$ cat src/rtl/sdram_port_arbiter.sv
// sdram_port_arbiter: shares one Avalon-MM SDRAM port between a priority reader and a bursting writer
// Ports: sdram_clk/rst (sync, active-high); rd_* reader slave; wr_* writer slave;
// mem_* master to the SDRAM bridge; outstanding_o = read beats issued but not yet returned.
module sdram_port_arbiter #(
  parameter int DATA_WIDTH      = 64,
  parameter int ADDR_WIDTH      = 27,
  parameter int BURST_WIDTH     = 8,
  parameter int STARVE_LIMIT    = 16,
  parameter int MAX_OUTSTANDING = 255
) (
  input  logic                    sdram_clk,
  input  logic                    rst,
  input  logic [ADDR_WIDTH-1:0]   rd_address_i,
  input  logic [BURST_WIDTH-1:0]  rd_burstcount_i,
  input  logic                    rd_read_i,
  output logic                    rd_waitrequest_o,
  output logic [DATA_WIDTH-1:0]   rd_readdata_o,
  output logic                    rd_readdatavalid_o,
  input  logic [ADDR_WIDTH-1:0]   wr_address_i,
  input  logic [BURST_WIDTH-1:0]  wr_burstcount_i,
  input  logic                    wr_write_i,
  input  logic [DATA_WIDTH-1:0]   wr_writedata_i,
  input  logic [DATA_WIDTH/8-1:0] wr_byteenable_i,
  output logic                    wr_waitrequest_o,
  output logic [ADDR_WIDTH-1:0]   mem_address_o,
  output logic [BURST_WIDTH-1:0]  mem_burstcount_o,
  output logic                    mem_read_o,
  output logic                    mem_write_o,
  output logic [DATA_WIDTH-1:0]   mem_writedata_o,
  output logic [DATA_WIDTH/8-1:0] mem_byteenable_o,
  input  logic                    mem_waitrequest_i,
  input  logic [DATA_WIDTH-1:0]   mem_readdata_i,
  input  logic                    mem_readdatavalid_i,
  output logic [8:0]              outstanding_o
);
  localparam int SW = $clog2(STARVE_LIMIT + 1);
  typedef enum logic [1:0] {IDLE, RD, WR} state_t;
  state_t state_q, state_d;
  logic [8:0] outstanding_q, outstanding_d;
  logic [SW-1:0] starve_q, starve_d;
  logic [BURST_WIDTH-1:0] beat_q, beat_d;
  logic first_q, first_d;
  logic room, accept_rd, accept_wr, last_wr;
  logic [9:0] rd_total, out_sum;
  always_comb begin
    rd_total = 10'(outstanding_q) + 10'(rd_burstcount_i);
    room = rd_total <= 10'(MAX_OUTSTANDING);
    mem_read_o = state_q == RD && rd_read_i && room;
    mem_write_o = state_q == WR && wr_write_i;
    rd_waitrequest_o = state_q != RD || mem_waitrequest_i || !room;
    wr_waitrequest_o = state_q != WR || mem_waitrequest_i;
    mem_address_o = state_q == WR ? wr_address_i : rd_address_i;
    mem_burstcount_o = state_q == WR ? wr_burstcount_i : rd_burstcount_i;
    mem_writedata_o = wr_writedata_i;
    mem_byteenable_o = wr_byteenable_i;
    rd_readdata_o = mem_readdata_i;
    rd_readdatavalid_o = mem_readdatavalid_i;
    outstanding_o = outstanding_q;
    accept_rd = mem_read_o && !mem_waitrequest_i;
    accept_wr = mem_write_o && !mem_waitrequest_i;
    // first_q marks that the next accepted beat opens a burst and carries its length
    last_wr = accept_wr && (first_q ? wr_burstcount_i == BURST_WIDTH'(1) : beat_q == BURST_WIDTH'(1));
    beat_d = accept_wr ? (first_q ? wr_burstcount_i : beat_q) - BURST_WIDTH'(1) : beat_q;
    first_d = state_q != WR || (first_q && !accept_wr);
    // a return with nothing in flight is a protocol error; clamp at zero instead of wrapping
    out_sum = 10'(outstanding_q) + (accept_rd ? 10'(rd_burstcount_i) : 10'd0);
    outstanding_d = 9'(mem_readdatavalid_i && out_sum != 10'd0 ? out_sum - 10'd1 : out_sum);
    starve_d = !wr_write_i ? '0 : accept_rd ? starve_q + SW'(1) : starve_q;
    state_d = state_q;
    case (state_q)
      IDLE: state_d = rd_read_i && room ? RD : wr_write_i ? WR : IDLE;
      RD: if (!rd_read_i || accept_rd)
        state_d = wr_write_i && (int'(starve_q) + 1 >= STARVE_LIMIT || !rd_read_i) ? WR :
                  !rd_read_i ? IDLE : RD;
      WR: if (last_wr) begin
        state_d = rd_read_i && room ? RD : IDLE;
        starve_d = '0;
      end
      default: state_d = IDLE;
    endcase
  end
  always_ff @(posedge sdram_clk) begin
    if (rst) begin
      state_q <= IDLE;
      outstanding_q <= '0;
      starve_q <= '0;
      beat_q <= '0;
      first_q <= 1'b1;
    end else begin
      state_q <= state_d;
      outstanding_q <= outstanding_d;
      starve_q <= starve_d;
      beat_q <= beat_d;
      first_q <= first_d;
    end
  end
endmodule
$ cat config.mk
export PLATFORM = sky130hd
export DESIGN_NAME = sdram_port_arbiter
export DESIGN_NICKNAME = d
export VERILOG_FILES = /design/src/rtl/sdram_port_arbiter.sv
export SDC_FILE = /design/constraint.sdc
export NUM_CORES = 1
export LEC_CHECK = 0
export CAP_MARGIN = 20
export CORE_AREA = 4 4 152 154
export DETAILED_ROUTE_END_ITERATION = 7
export DIE_AREA = 0 0 156 158
export GPL_TIMING_DRIVEN = 1
export HOLD_SLACK_MARGIN = 0.02
export PLACE_DENSITY = 0.62
export REMOVE_ABC_BUFFERS = 1
export SLEW_MARGIN = 15
export SYNTH_ARGS = -nofsm -noshare
export SYNTH_HDL_FRONTEND = slang
export SYNTH_SLANG_ARGS = --single-unit
$ cat constraint.sdc
create_clock -name sdram_clk -period 4.62 [get_ports sdram_clk]
set_clock_uncertainty 0.2 [all_clocks]
set_input_delay 0.693 -clock sdram_clk [delete_from_list [all_inputs] [get_ports sdram_clk]]
set_output_delay 0.693 -clock sdram_clk [all_outputs]
set_load 0.03 [all_outputs]
==> results.toml <==
[pwr]
p_comb_share_pct = 73.6
p_seq_share_pct = 15.7
power_per_cell_area_mw_per_mm2 = 395.6
p_int_mw = 1.048
p_switching_mw = 0.9343
vdd_drop_max_uv = 207.5
p_leak_nw = 2.090
p_sw_share_pct = 47.13
power_frac_clock_pct = 10.6

[sta]
tightest_slew_ns = 0.9848
setup_viol = 0
slew_headroom_pct = 34.06
final_max_slew_viol_count = 0
setup_tns_ns = 0
min_period_ns = 4.465
fin_ws_ns = 0.1553
final_hold_viol_count = 0
period_share_pct = 96.64
timing.fmax_ghz = 0.2240

[cts]
cts.sinks = 25
htree_num_levels = 1
ctsLongestPathBuffers = 2
clock_latency_ns = 0.27
cts_made_buffers = 3
cts_tree = "built"
clock-root-buffer = "clkbuf_16"
clkSlewWorstSetupHoldPaths_ns = 0.08
cts_hold_buf = 0

[setup_path]
crit_required_ns = 4.59
cp_data_arrival_time_ns = 4.44
path_class = "in -> reg"
cp-startpoint = "rd_burstcount_i[0]"
r2r-start = "outstanding_o[0]"
crit_path_start_kind = "input pin"
path_max_fanout = 3
crit_path_end_kind = "flip-flop"
reg2reg_slack_ns = 0.35

[worst_hold_path]
worstHoldStart = "beat_q[0]"
hp-class = "reg -> reg"

[floorplanning]
placementRows = 54
coreArea_mm2 = 0.02169
fp.dieArea_mm2 = 0.02465
io_pins = 397
die_h_um = 158
die-width_um = 156
start_util_pct = 17.70

[cells_and_area]
n_antenna_cell = 0
instances_no_fill = 845
fin_nets = 800
fillers = 2386
layout-drive-gt1-share_pct = 19.82
final_util_pct = 23.10
syn_to_final_growth_pct = 30.54

[synthesis]
async_flop_share_pct = 0
synth.most_common_cell = "buf_4"
postSynthCellCount = 539
syn-mean-instance-area_um2 = 7.122
synth_top_area_share_pct = 26.99
yosys.area.top_type = "buf_4"
synthTopCellsByArea = "buf_4 (27%), dfxtp_1 (13%), nand2_1 (12%)"
ys_types = 64
syn_area_mm2 = 0.003839
ys_seq_area_share_pct = 13.04
synth_edf_count = 0
ys_ff_latch = 25
synth_commonest_cells = "buf_4 (138), nand2_1 (126), dfxtp_1 (25)"
synthFlopType = "dfxtp_1"
synth_warnings = 0

[placed_design]
gp_congestion = 0.9810
io_buffers = 124
pre_cts_ws_ns = -0.6331
dp_cells = 838
dp_hpwl_um = 35410

[routing]
first_iter_violations = 363
routed_wl_um = 38580
drt_pass1_iterations = 6
vias = 4112
drtAntennaViolNets = 0
vias_per_cell = 4.866
detail_route.wl_per_cell_um = 45.66
drc = 0

[outcome]
status = "finished, final reports clean"

[grt]
grt_pass1_vias = 3549
grt_pass1_wl_um = 44820
grt_max_degree = 30
antenna_found_initial = 0
overflow = 0
grtUsageTotal_pct = 29.25

[job]
cap_violations = 0
[power groups by stage]
stage	Sequential, mW	Combinational (mW)	Clock [mW]
finish	0.312	1.46	0.210
global route	0.315	1.56	0.220
CTS	0.300	1.35	0.210
detailed placement	0.303	1.33	0
global placement	0.303	1.33	0
floorplan	0.332	0.672	0
[per-layer routing]
metal	vias up	GRT usage, %	share of wire, %
met5	-	8.929	0.84
met2	491	51.45	50
met4	10	13.67	5.7
met1	1820	18.12	21
met3	58	31.25	23
li1	1733	-	-
[worst paths after layout]
kind,depth (start not counted),end
worst max-delay path,18,outstanding_o[1]
worst max register to register,17,outstanding_o[1]
worst min register to register,2,beat_q[0]
worst min-delay path,2,beat_q[0]
[registers in the layout, summed over array words and instances (netlist names)]
register,flops
state_q,2
outstanding_o,9
beat_q,8
starve_q,5
first_q,1
[cells by family after synthesis]
group / Yosys count / synth area share, %
DFF: 25 / 13.04
buffers and inverters: 167 / 30.25
xor gates and xnor gates: 6 / 1.858
muxes: 19 / 5.378
and+or+nand+nor: 216 / 25.98
AOI/OAI and AO/OA: 84 / 15.94
adders and majority gates: 22 / 7.562
[placed cells by master (no fill, tap or decap), types with 5 or more instances in the layout]
| cell | instances |
|---|---|
| or3_1 | 5 |
| mux2i_1 | 14 |
| clkdlybuf4s50_1 | 115 |
| ha_4 | 7 |
| a21oi_1 | 16 |
| o21ai_0 | 14 |
| nor3_1 | 5 |
| nand2_1 | 125 |
| ha_1 | 11 |
| and3_1 | 7 |
| nor2_1 | 23 |
| dfxtp_1 | 25 |
| inv_1 | 11 |
| nand2b_1 | 6 |
| buf_4 | 52 |
| o211ai_1 | 9 |
| nand3_1 | 6 |
[repair_timing]
| item | 4_1_cts | 5_1_grt |
|---|---|---|
| buffers inserted | 0 | 3 |
| gates resized for setup | 10 | 48 |
| pin swaps | 2 | 18 |
| cloned | 0 | 0 |
| setup endpoints to repair | 9 | 9 |
[final cells by class]
class                   count  area (um^2)  share of cell area, %
well taps                 280        350.3                  6.991
inverters                  11        41.29                 0.8240
repair buffers            178         1639                  32.71
clock buffers               3        75.07                  1.498
clock inverters             1        7.507                 0.1498
multi-input cells         347         2397                  47.84
flip-flops and latches     25        500.5                  9.988
[stage by stage]
step | power, mW | instance area [um^2] | hold WS, ns
after floorplan | 1.004 | 2719 | 0.2251
after global placement | 1.633 | 4698 | 0.2391
after detailed placement | 1.637 | 4698 | 0.2476
after CTS | 1.860 | 4812 | 0.2580
after global routing | 2.096 | 5011 | 0.2697
final | 1.982 | 5011 | 0.2592
[worst max-delay path, stage by stage]
cell	delay, ns
buf_2	0.13
ha_4	0.16
fa_2	0.33
a21o_1	0.19
a21oi_2	0.12
o211ai_1	0.12
mux2_4	0.34
nor2_4	0.13
and3_4	0.20
ha_4	0.12
inv_1	0.05
fa_2	0.39
nand2b_4	0.17
a21o_1	0.19
a211o_1	0.34
mux2i_2	0.19
a31oi_4	0.25
mux2_4	0.31
No activity file was read; power rests on OpenSTA's default activity.
==> edit 1 (same flow settings) <==
Change the parameter `STARVE_LIMIT` from 16 to 8.
--- a/src/rtl/sdram_port_arbiter.sv
+++ b/src/rtl/sdram_port_arbiter.sv
@@ -5,7 +5,7 @@
   parameter int DATA_WIDTH      = 64,
   parameter int ADDR_WIDTH      = 27,
   parameter int BURST_WIDTH     = 8,
-  parameter int STARVE_LIMIT    = 16,
+  parameter int STARVE_LIMIT    = 8,
   parameter int MAX_OUTSTANDING = 255
 ) (
   input  logic                    sdram_clk,
Function: same outputs for any inputs over 4 cycles, from zero or initial values and one cycle with rst high; that may be too few to reach the edited logic, so the function may still have changed.
==> edit 1 against the original RTL <==
  * Fmax rose by 0.85%
  * Sequential power is 2% lower
  * Power down 6.5%
  * Die area stayed put
  * Global-route usage down 0.15 points
  * Combinational power shrank 9%
  * Area after synthesis shrank 3.9%
  * Setup slack better by 0.038 ns
  * Routed wire length fell by 1.1%
  * Register-to-register slack better by 0.05 ns
  * Critical path type unchanged
  * Count of clock-buffer cells in the layout rose by 1
  * Final area shrank 4.8%
  * Sequential cell count fell by 1
==> edit 1: results (changes against the original RTL) <==
stage;metric;value;unit;change
synth;Distinct cells, synth;57;;was 64
finish;signal buffers share of area;0.3391;;was 0.3271
synth;Yosys reg bits;24;;was 25
placed_design;DP Area;4522;um^2;was 4698 um^2
finish;area taken by multi-input logic gates;2195;um^2;was 2397 um^2
critical_path;slowest stage delay, CP;0.46;ns;was 0.39 ns
drt;First-pass DRT Iterations;7;;was 6
global_routing;met2 Usage GRT;0.5042;;was 0.5145
finish;antenna cells;2;;was 0
critical_path;critical path peak fanout;4;;was 3
critical_path;reg2reg setup slack;0.40;ns;was 0.35 ns
critical_path;crit path DAT;4.41;ns;was 4.44 ns
synth;mux contribution to synthesized area;0.1425;;was 0.05378
critical_path;worst reg-to-reg path cell count;15;;was 17
timing;Final WS setup;0.1929;ns;was 0.1553 ns
critical_path;Worst Setup SP;rd_burstcount_i[3];;was rd_burstcount_i[0]
placed_design;DP HPWL;35.31;mm;was 35.41 mm
global_routing;first-pass GRT wire length;44.08;mm;was 44.82 mm
drt;1st-iter DRT viols;307;;was 363
drt;final wirelength;38.16;mm;was 38.58 mm
finish;invs w/o clock;9;;was 11
global_routing;GR met3 Demand/Resource;0.3442;;was 0.3125
finish;nonclk buf count;174;;was 178
drt;met1 WL;7.404;mm;was 8.233 mm
critical_path;slowest CP cell;clkdlybuf4s50_1;;was fa_2
pwr;leakage;1.947;nW;was 2.090 nW
finish;comb_multi_in;272;;was 347
global_routing;Total GRT Usage;0.2910;;was 0.2925
global_routing;vias in the first global route;3329;;was 3549
finish;nets;719;;was 800
synth;Commonest cells post-synth;buf_4, mux2_2, dfxtp_1, nand2_1, ha_1;;was buf_4, nand2_1, dfxtp_1, nor2_1, ha_1
finish;Clock Network Area Fraction;0.01862;;was 0.01648
synth;Adder-Cell Fraction of Synth Area;0.08212;;was 0.07562
synth;Synth Area in XOR/XNOR;0.01425;;was 0.01858
global_routing;initial antenna violation count;10;;was 0
finish;clock buf count;4;;was 3
synth;synthesized area per cell;8.122;um^2;was 7.122 um^2
global_routing;GRT met1 Usage;0.1551;;was 0.1812
drt;top sig layer;met5;;unchanged
synth;Synth area leaders;buf_4, dfxtp_1, mux2_2;;was buf_4, dfxtp_1, nand2_1
finish;fillers;2384;;was 2386
finish;fraction of layout cells with a size suffix above 1;0.2484;;was 0.1982
drt;Met3 Wirelength;9.306;mm;was 8.684 mm
pwr;Max rail drop VDD;0.0001435;V;was 0.0002075 V
critical_path;worst r2r src;outstanding_o[1];;was outstanding_o[0]
placed_design;worst slack, placed;-0.4672;ns;was -0.6331 ns
status;status;finished, final reports clean;;unchanged
drt;vias per cell;4.907;;was 4.866
placed_design;Final GP Congestion;1.007;;was 0.9810
synth;Synth Area in Compound Gates;0.1527;;was 0.1594
timing;Relative slew margins;0.3594;;was 0.3406
edit 1: critical path, delay by kind of cell:
kind | cells | cell delay [ns]
AND/OR/NAND/NOR | 7 | 1.41
AO/OA/AOI/OAI | 5 | 1.24
buffers and inverters | 2 | 0.59
adder cells (fa/ha/maj) | 2 | 0.47
edit 1: timing repair:
action / in CTS / in global routing
endpoints found under the setup margin: 7 / 9
pin swaps: 9 / 12
cloned: 0 / 0
buffers inserted: 4 / 4
hold buffers: 0 / 0
gates resized for setup: 9 / 13
edit 1: through the flow:
stage | util | std cells | total power, mW | setup TNS [ns]
2_1_floorplan | - | 305 | 0.9750 | 0
3_3_place_gp | 0.2085 | 751 | 1.522 | -2.517
3_5_place_dp | 0.2085 | 751 | 1.529 | -3.234
4_1_cts | 0.2154 | 759 | 1.814 | 0
5_1_grt | 0.2200 | 765 | 1.962 | 0
6_report | 0.2200 | 765 | 1.854 | 0
edit 1: worst min path at each step:
stage,cells after the start,from,to,slack [ns]
3_5_place_dp,2,beat_q[0],beat_q[0],0.25
4_1_cts,2,beat_q[0],beat_q[0],0.26
3_3_place_gp,2,beat_q[0],beat_q[0],0.24
5_1_grt,2,beat_q[0],beat_q[0],0.28
2_1_floorplan,2,beat_q[0],beat_q[0],0.23
6_report,2,beat_q[0],beat_q[0],0.26
edit 1: cell families after synthesis:
kind of cell | count (synthesis)
AO/OA/AOI/OAI | 81
XOR/XNOR | 6
adder cells (fa/ha/maj) | 23
buffers and inverters | 158
flip-flops | 24
multiplexers | 48
AND/OR/NAND/NOR | 114
edit 1: power by group:
group | switching, mW | internal [mW] | leakage [nW]
registers | 0.0607 | 0.246 | 0.196
clock network | 0.0843 | 0.133 | 0.0442
logic | 0.661 | 0.670 | 1.71
total | 0.806 | 1.05 | 1.95
==> edit 2 (same settings) <==
Without the edit above. Encoding of `state_t`: now one-hot (3 bits for 3 states).
--- a/src/rtl/sdram_port_arbiter.sv
+++ b/src/rtl/sdram_port_arbiter.sv
@@ -34,7 +34,7 @@
   output logic [8:0]              outstanding_o
 );
   localparam int SW = $clog2(STARVE_LIMIT + 1);
-  typedef enum logic [1:0] {IDLE, RD, WR} state_t;
+  typedef enum logic [2:0] {IDLE = 3'b001, RD = 3'b010, WR = 3'b100} state_t;
   state_t state_q, state_d;
   logic [8:0] outstanding_q, outstanding_d;
   logic [SW-1:0] starve_q, starve_d;
Behaviour: same outputs for any inputs over 4 cycles, from zero or initial values and one cycle with rst high; so few cycles prove little.
==> edit 2 against the original RTL <==
  * Critical path depth up 1
  * Sequential cell count rose by 1
  * Sequential share of layout area increased by 0.24 points
  * Highest routed layer unchanged
  * Power decreased by 12%
  * Setup slack improved by 0.021 ns
  * Final area is 1.6% higher
  * Area after synthesis up 2.8%
  * Routed wire length is 2.8% lower
  * Largest power group unchanged
  * Synthesized cell count is 3.9% higher
==> edit 2: results (changes against the original RTL) <==
stage;metric;value;unit;change
global_routing;largest net degree at the start of global routing;29;;was 30
critical_path;r2r endpoint;outstanding_o[1];;unchanged
drt;final wirelength;37.50;mm;was 38.58 mm
drt;1st-iter DRT viols;302;;was 363
finish;fillers;2384;;was 2386
clock_network;Clock Tree Buf Depth;2;;unchanged
status;status;finished, final reports clean;;unchanged
drt;Vias;4180;;was 4112
timing;Relative slew margins;0.3996;;was 0.3406
critical_path;slowest stage delay, CP;0.53;ns;was 0.39 ns
synth;Mapped Cells;560;;was 539
hold_path;hold depth;2;;unchanged
critical_path;reg2reg setup slack;0.24;ns;was 0.35 ns
synth;async set-or-reset flop fraction in the synthesized netlist;0;;unchanged
hold_path;Hold Path Class;flop to flop;;unchanged
placed_design;Port-buffer cells;124;;unchanged
global_routing;vias in the first global route;3859;;was 3549
placed_design;Final GP Congestion;1.053;;was 0.9810
critical_path;critical path peak fanout;4;;was 3
critical_path;worst r2r src;outstanding_o[1];;was outstanding_o[0]
synth;Distinct cells, synth;68;;was 64
clock_network;Num CTS Buffers;3;;unchanged
clock_network;CTS H-tree depth;1;;unchanged
timing;hold_ws;0.2598;ns;was 0.2592 ns
clock_network;worst skew pair latency;0.27;ns;about the same
clock_network;CTS clk-pin slew, worst paths;0.07;ns;
placed_design;DP HPWL;34.87;mm;was 35.41 mm
synth;synth warn;0;;unchanged
drt;First-pass DRT Iterations;4;;was 6
drt;vias per cell;4.827;;was 4.866
placed_design;Cell Count Post-Placement;856;;was 838
finish;max reg flops;9;;unchanged
critical_path;crit path DAT;4.41;ns;was 4.44 ns
global_routing;initial antenna violation count;0;;unchanged
global_routing;first-pass GRT wire length;44.37;mm;was 44.82 mm
synth;sequential share of the synthesized area;0.1319;;was 0.1304
timing;Fin. Hold Viols;0;;unchanged
hold_path;Hold Path End;beat_q[6];;was beat_q[0]
global_routing;Total GRT Usage;0.2869;;was 0.2925
pwr;P_int;0.9852;mW;was 1.048 mW
synth;top_reg_cell synth;dfxtp_1;;unchanged
finish;fraction of layout cells with a size suffix above 1;0.1706;;was 0.1982
pwr;leakage;2.104;nW;was 2.090 nW
synth;Synth area leaders;buf_4, dfxtp_1, nand2_1;;unchanged
finish;antenna cells;0;;unchanged
synth;Commonest cells post-synth;buf_4, nand2_1, dfxtp_1, nor2_1, ha_1;;unchanged
hold_path;Hold Startpoint;beat_q[6];;was beat_q[0]
critical_path;Worst Setup SP;rd_burstcount_i[0];;unchanged
pwr;Max rail drop VDD;0.0001687;V;was 0.0002075 V
finish;nets;821;;was 800
critical_path;worst reg-to-reg path cell count;17;;unchanged
placed_design;worst slack, placed;-0.5516;ns;was -0.6331 ns
placed_design;DP Area;4802;um^2;was 4698 um^2
clock_network;clock root buffer;clkbuf_16;;unchanged
critical_path;Largest delay share family, worst path;simple AND/OR/NAND/NOR gates;;was compound AO/OA/AOI/OAI gates
critical_path;slowest CP cell;or4b_4;;was fa_2
edit 2: routing by layer:
layer	vias to the layer above	global-route usage	part of all wire
met3	57	0.3097	0.23
met5	-	0.1290	0.012
met4	12	0.1326	0.055
met1	1848	0.1595	0.20
li1	1823	-	-
met2	440	0.5212	0.51
edit 2: worst max path at each step:
stage,endpoint,slack [ns]
after floorplan,outstanding_o[0],-0.34
after global placement,outstanding_o[6],-0.46
after detailed placement,outstanding_o[6],-0.55
after CTS,outstanding_o[6],0.001
after global routing,outstanding_o[0],0.003
final,outstanding_o[1],0.18
edit 2: kinds of logic after synthesis:
| family | count (synthesis) | share of synthesized area |
|---|---|---|
| multiplexers | 19 | 0.05105 |
| buffers and inverters | 170 | 0.2933 |
| flip-flops | 26 | 0.1319 |
| XOR/XNOR | 6 | 0.01332 |
| AND/OR/NAND/NOR | 230 | 0.2739 |
| AO/OA/AOI/OAI | 87 | 0.1630 |
| adder cells (fa/ha/maj) | 22 | 0.07356 |
edit 2: layout make-up:
class	instances	area, um^2	share of cell area
Timing Repair Buffer	176	1638	0.3218
Multi-Input combinational cell	364	2432	0.4779
Sequential cell	26	520.5	0.1023
Inverter	16	60.06	0.01180
Clock buffer	4	88.84	0.01745
Tap cell	280	350.3	0.06883
edit 2: power groups by stage:
| stage | combinational (mW) | clock, mW | sequential [mW] |
|---|---|---|---|
| after global routing | 1.29 | 0.237 | 0.334 |
| final | 1.19 | 0.226 | 0.329 |
| after CTS | 1.14 | 0.228 | 0.324 |
| after global placement | 1.08 | 0 | 0.325 |
| after detailed placement | 1.09 | 0 | 0.322 |
| after floorplan | 0.578 | 0 | 0.362 |
edit 2: what timing repair did:
item	in CTS	in global routing
gates resized for setup	21	23
buffers inserted	3	3
pin swaps	11	13
endpoints found under the setup margin	9	9
